--- src/rtl/athena_pkg.sv ---
// Shared definitions for the loop_inc index generator: state encoding and
// the default index width.
package athena_pkg;

    localparam int DATAWIDTH_DEF = 8;

    localparam logic [1:0] IDLE = 2'd0;
    localparam logic [1:0] RUN  = 2'd1;
    localparam logic [1:0] FIN  = 2'd2;

    typedef enum logic [1:0] {
        S_IDLE = IDLE,
        S_RUN  = RUN,
        S_FIN  = FIN
    } state_e;

endpackage

--- src/rtl/inc_step.sv ---
// Combinational index + step adder. The extra sum bit carries out of the
// index width so the caller can detect overflow instead of wrapping.
module inc_step #(
    parameter int WIDTH = 8
) (
    input  logic [WIDTH-1:0] a,
    input  logic [WIDTH-1:0] b,
    output logic [WIDTH:0]   sum
);

    // Widen both operands by one bit so the carry lands in sum[WIDTH]
    always_comb begin
        sum = {1'b0, a} + {1'b0, b};
    end

endmodule

--- src/rtl/loop_inc.sv ---
// loop_inc: emits Init, Init+step, ... up to an inclusive Limit on a
// valid/ready stream, then pulses Done for one cycle.
// Optional feature macro LOOP_INC_STRIDE_EN adds a Stride input that sets
// the step (a Stride of 0 is forced to 1 so the loop always ends).
//
// state | meaning
// IDLE  | waiting for Start; Init/Limit(/Stride) captured on Start
// RUN   | Idx offered with IdxValid=1, advances on each handshake
// FIN   | one-cycle Done pulse, Busy still high, then back to IDLE
module loop_inc
    import athena_pkg::*;
#(
    parameter int DATAWIDTH = DATAWIDTH_DEF
) (
    input  logic                 Clk,
    input  logic                 Rst,
    input  logic                 Start,
    input  logic [DATAWIDTH-1:0] Init,
    input  logic [DATAWIDTH-1:0] Limit,
`ifdef LOOP_INC_STRIDE_EN
    input  logic [DATAWIDTH-1:0] Stride,
`endif
    output logic [DATAWIDTH-1:0] Idx,
    output logic                 IdxValid,
    input  logic                 IdxReady,
    output logic                 Busy,
    output logic                 Done
);

    localparam logic [DATAWIDTH-1:0] ONE = {{(DATAWIDTH-1){1'b0}}, 1'b1};

    state_e               state_q, state_d;
    logic [DATAWIDTH-1:0] idx_q, idx_d;
    logic [DATAWIDTH-1:0] limit_q, limit_d;
    logic [DATAWIDTH-1:0] step;
    logic [DATAWIDTH:0]   next_sum;
    logic                 next_past_end;

`ifdef LOOP_INC_STRIDE_EN
    logic [DATAWIDTH-1:0] stride_q, stride_d;

    // Stride is sanitised at capture time, so the stored value is the step
    always_comb begin
        step = stride_q;
    end
`else
    // Fixed unit step when the stride feature is compiled out
    always_comb begin
        step = ONE;
    end
`endif

    inc_step #(
        .WIDTH (DATAWIDTH)
    ) u_inc_step (
        .a   (idx_q),
        .b   (step),
        .sum (next_sum)
    );

    // Loop ends when the next index overshoots Limit or carries out
    always_comb begin
        next_past_end = next_sum[DATAWIDTH] || (next_sum[DATAWIDTH-1:0] > limit_q);
    end

    // Next-state and capture logic
    always_comb begin
        state_d = state_q;
        idx_d   = idx_q;
        limit_d = limit_q;
`ifdef LOOP_INC_STRIDE_EN
        stride_d = stride_q;
`endif
        case (state_q)
            S_IDLE: begin
                if (Start) begin
                    limit_d = Limit;
`ifdef LOOP_INC_STRIDE_EN
                    stride_d = (Stride == '0) ? ONE : Stride;
`endif
                    if (Init <= Limit) begin
                        idx_d   = Init;
                        state_d = S_RUN;
                    end else begin
                        state_d = S_FIN;
                    end
                end
            end
            S_RUN: begin
                if (IdxReady) begin
                    if (next_past_end) begin
                        state_d = S_FIN;
                    end else begin
                        idx_d = next_sum[DATAWIDTH-1:0];
                    end
                end
            end
            S_FIN: begin
                state_d = S_IDLE;
            end
            default: begin
                state_d = S_IDLE;
            end
        endcase
    end

    // State and datapath registers with synchronous reset
    always_ff @(posedge Clk) begin
        if (Rst) begin
            state_q <= S_IDLE;
            idx_q   <= '0;
            limit_q <= '0;
`ifdef LOOP_INC_STRIDE_EN
            stride_q <= ONE;
`endif
        end else begin
            state_q <= state_d;
            idx_q   <= idx_d;
            limit_q <= limit_d;
`ifdef LOOP_INC_STRIDE_EN
            stride_q <= stride_d;
`endif
        end
    end

    // Outputs decode directly from the state register
    always_comb begin
        Idx      = idx_q;
        IdxValid = (state_q == S_RUN);
        Busy     = (state_q == S_RUN) || (state_q == S_FIN);
        Done     = (state_q == S_FIN);
    end

endmodule

--- config.mk ---
export PLATFORM = sky130hd
export DESIGN_NAME = loop_inc
export DESIGN_NICKNAME = d
export VERILOG_FILES = /design/src/rtl/athena_pkg.sv /design/src/rtl/inc_step.sv /design/src/rtl/loop_inc.sv
export SDC_FILE = /design/constraint.sdc
export NUM_CORES = 1
export LEC_CHECK = 0
export CAP_MARGIN = 20
export CORE_MARGIN = 2
export CORE_UTILIZATION = 51
export CTS_BUF_LIST = sky130_fd_sc_hd__clkbuf_16
export CTS_CLUSTER_SIZE = 8
export DETAILED_ROUTE_END_ITERATION = 8
export PLACE_DENSITY_LB_ADDON = 0.1
export SYNTH_ARGS = -nofsm -noshare
export SYNTH_HDL_FRONTEND = slang
export SYNTH_HIERARCHICAL = 1
export SYNTH_SLANG_ARGS = --single-unit
export TNS_END_PERCENT = 50
--- constraint.sdc ---
create_clock -name Clk -period 3 [get_ports Clk]
set_input_delay 0.75 -clock Clk [delete_from_list [all_inputs] [get_ports Clk]]
set_output_delay 0.75 -clock Clk [all_outputs]
set_load 0.02 [all_outputs]
==> impl_results.md <==
* Status: complete, no violations
* Seq cells post-synth at 18
* Power per unit of standard cell area at 995 nW/µm²
* Std-Cell Core Area at 3100 µm²
* Number of nets still failing antenna checks after routing at 0
* Global route overflow at 0
* Hold bufs inserted after CTS at 0
* GP Congestion at ~0.9
* Wire length of the first global-routing pass at 6.60 mm
* Combined area of all synthesized cells at 1680 µm²
* Effective utilization at floorplan at 54.2%
* Critical path fanouts, max at 8
* Mean post-synth cell area at 8.49 µm²
* Static leakage at 1.00 nW
* Initial antenna violation count at 0
* Number of clock sinks seen by CTS at 18
* Final Cycle Share at 97.0%
* Half-perimeter wire length after placement at 3.24 mm
* Detailed Route WL at 4.12 mm
* Crit. End Element: register
* Number of ports placed on the die boundary at 31
* Setup clock skew after layout at 0.00137 ns
* Area growth from synthesis to layout at 35.9%
* Proportion of layout cells with a drive suffix above 1 at approximately 18%
* Number of violations reported at the end of detailed-routing iteration 0 at 58
* Area occupied by multi-input gates at 1310 µm²
* Net count of the finished layout at roughly 290
* Storage element area at 362 µm²
* RSZ-0062 raised after global routing: true
* Routed wire per std cell at 14.3 µm
* Minimum setup slack among reg-to-reg paths at 0.09 ns
* Fin crit period at 2.91 ns
* Commonest register cell after synthesis: sky130_fd_sc_hd__dfxtp_1
* Remaining max-slew budget at the tightest pin at 42.2%
* Total track usage at 23.5%
* Vias in the first global route at approximately 1500
* Core occupancy in the finished layout at ~74%
* CP Class: register to register
* Number of warnings reported in the yosys synthesis log at 6
* Register area share after synthesis at a little over a fifth
* Kind of launch point of the worst setup path: register
* Clock-pin slew on the worst setup and hold paths at roughly 0.050 ns
* Async SR Flop Fraction at 0%
* Number of setup violations in the final report at 0
* Arrival time of data at the critical path endpoint at slightly above 3 ns
* Post-DR vias/cell at 5.44
* Die outline height at 61.4 µm
* Die Width at between 60 and 70 µm
* Vias at 1566
* Post-route total power at between 2 and 2.5 mW
* Fmax at 344 MHz
* Worst hold-check path type: register to register
* Maximum vdd drop at 0.611 mV
* # fillers at 267
* Number of unique standard cell types used by synthesis at 37
* Transition time of the tightest slew-check pin at 0.865 ns
* Longest Clk Path Bufs at 2
* Post-synthesis cell count at 198
* Clock tree from TritonCTS: yes
* H-tree level count at 1
* Pin count of the biggest net entering global routing at 24
* Number of hold violations in the final report at 0
* Cts bufs inserted at 3
* Inserted Diodes at 0
* Fin Hold WS at 0.453 ns
* Number of I/O port buffers at 30
* First-pass iteration count of the detailed router at 4
* Sum of negative setup slack at 0 ns
* Clock Tree Root: sky130_fd_sc_hd__clkbuf_16
* Req. time, crit path at 3.14 ns
* EDFF count, synth at 0
* Non-filler cells in the finished layout at 288
* Max-cap violations at 0
* Share of the synthesized area in the top cell type at 21.4%
* Clock latency on the worst-skew pair at 0.25 ns
* Placed Cells at 284
* Row count at 20
* Max-slew violation total from the final report at 0
* DRC viols at 0
* Largest cells by area after synthesis: sky130_fd_sc_hd__dfxtp_1, sky130_fd_sc_hd__ha_1, sky130_fd_sc_hd__mux2_4, sky130_fd_sc_hd__a21oi_1, sky130_fd_sc_hd__mux2i_1
* Cell type contributing the most total cell area after synthesis: sky130_fd_sc_hd__dfxtp_1
* Die area at 3770 µm²
-- final cells by class --
class	instances	area share, %
Sequential cell	18	15.8
Multi-Input combinational cell	157	57.1
Inverter	25	4.11
Tap cell	44	2.41
Timing Repair Buffer	41	17.3
Clock buffer	3	3.28
-- registers in the layout (all words and copies together), names as in the netlist --
| register | cells |
|---|---|
| limit_q | 8 |
| state_q | 2 |
| Idx | 8 |
-- metal layers --
metal / track usage, % / vias up / part of all wire (%)
met5: 0 / - / 0
met4: 8.21 / 0 / 0.90
met2: 43.3 / 29 / 51
met3: 2.52 / 5 / 3.1
met1: 28.2 / 743 / 45
li1: - / 789 / -
-- cell usage in the layout, fill, tap and decap left out, types with 4 or more instances in the layout --
cell type                          n
sky130_fd_sc_hd__dfxtp_1          17
sky130_fd_sc_hd__inv_1            24
sky130_fd_sc_hd__conb_1            9
sky130_fd_sc_hd__nand2_1          14
sky130_fd_sc_hd__clkdlybuf4s50_1  30
sky130_fd_sc_hd__ha_1             24
sky130_fd_sc_hd__mux2i_1           9
sky130_fd_sc_hd__a21oi_2           4
sky130_fd_sc_hd__nand4_1           4
sky130_fd_sc_hd__buf_4            10
sky130_fd_sc_hd__mux2_4            8
sky130_fd_sc_hd__a21oi_1          16
sky130_fd_sc_hd__nand3_1          11
sky130_fd_sc_hd__nor2_1           10
sky130_fd_sc_hd__nor2b_1          11
-- kinds of logic after synthesis --
family | count (synthesis) | synth area share (%)
mux | 17 | 12.5
other cells | 2 | 0.447
buf+inv | 30 | 6.77
fa+ha+maj | 28 | 21.3
compound gates | 41 | 17.8
xor+xnor | 4 | 2.08
simple gates | 58 | 17.7
flops | 18 | 21.4
-- Yosys cell counts, types with 2 or more instances --
master and number:
sky130_fd_sc_hd__ha_1 27, sky130_fd_sc_hd__inv_1 24, sky130_fd_sc_hd__a21oi_1 20, sky130_fd_sc_hd__dfxtp_1 18
sky130_fd_sc_hd__nand2_1 14, sky130_fd_sc_hd__nand3_1 11, sky130_fd_sc_hd__nor2b_1 11, sky130_fd_sc_hd__nor2_1 10
sky130_fd_sc_hd__mux2i_1 9, sky130_fd_sc_hd__mux2_4 8, sky130_fd_sc_hd__clkbuf_1 4, sky130_fd_sc_hd__nand4_1 4
sky130_fd_sc_hd__nor3_1 4, sky130_fd_sc_hd__o21ai_0 4, sky130_fd_sc_hd__a21o_1 2, sky130_fd_sc_hd__a221oi_1 2
sky130_fd_sc_hd__a311o_1 2, sky130_fd_sc_hd__conb_1 2, sky130_fd_sc_hd__o211ai_2 2, sky130_fd_sc_hd__xnor2_1 2
sky130_fd_sc_hd__xor2_1 2
-- critical path: stages, from the launching register on --
cell,delay [ns]
sky130_fd_sc_hd__dfxtp_1,0.32
sky130_fd_sc_hd__ha_1,0.36
sky130_fd_sc_hd__inv_2,0.08
sky130_fd_sc_hd__nor3_1,0.04
sky130_fd_sc_hd__a311o_1,0.27
sky130_fd_sc_hd__a311o_1,0.31
sky130_fd_sc_hd__ha_1,0.31
sky130_fd_sc_hd__a21oi_1,0.15
sky130_fd_sc_hd__o211ai_1,0.14
sky130_fd_sc_hd__nor3_2,0.28
sky130_fd_sc_hd__o21ai_4,0.08
sky130_fd_sc_hd__buf_12,0.16
sky130_fd_sc_hd__mux2_4,0.29
-- through the flow --
step	setup slack, ns	instance area, µm²
floorplan	0.101	1710
global placement	0.0133	2130
detailed placement	-0.0786	2130
CTS	0.0228	2230
global route	-0.0214	2290
finish	0.0889	2290
-- path summary, 6_finish.rpt --
check / startpoint / cells after the start / end
max: Idx[5] / 12 / Idx[0]
max reg2reg: Idx[5] / 12 / Idx[0]
min reg2reg: limit_q[4] / 2 / limit_q[4]
min: limit_q[4] / 2 / limit_q[4]
-- timing repair --
| item | in CTS | in global routing |
|---|---|---|
| endpoints found under the setup margin | 8 | 10 |
| buffers inserted | 1 | 3 |
| pin swaps | 2 | 13 |
| gates resized for setup | 6 | 10 |
-- where the power goes --
part / leakage (nW) / switching [mW] / internal (mW)
clock: 0.0370 / 0.0925 / 0.176
combinational: 0.815 / 0.823 / 0.788
sequential: 0.148 / 0.0696 / 0.326
total: 1.00 / 0.985 / 1.29
(Power assumes the default switching activity.)
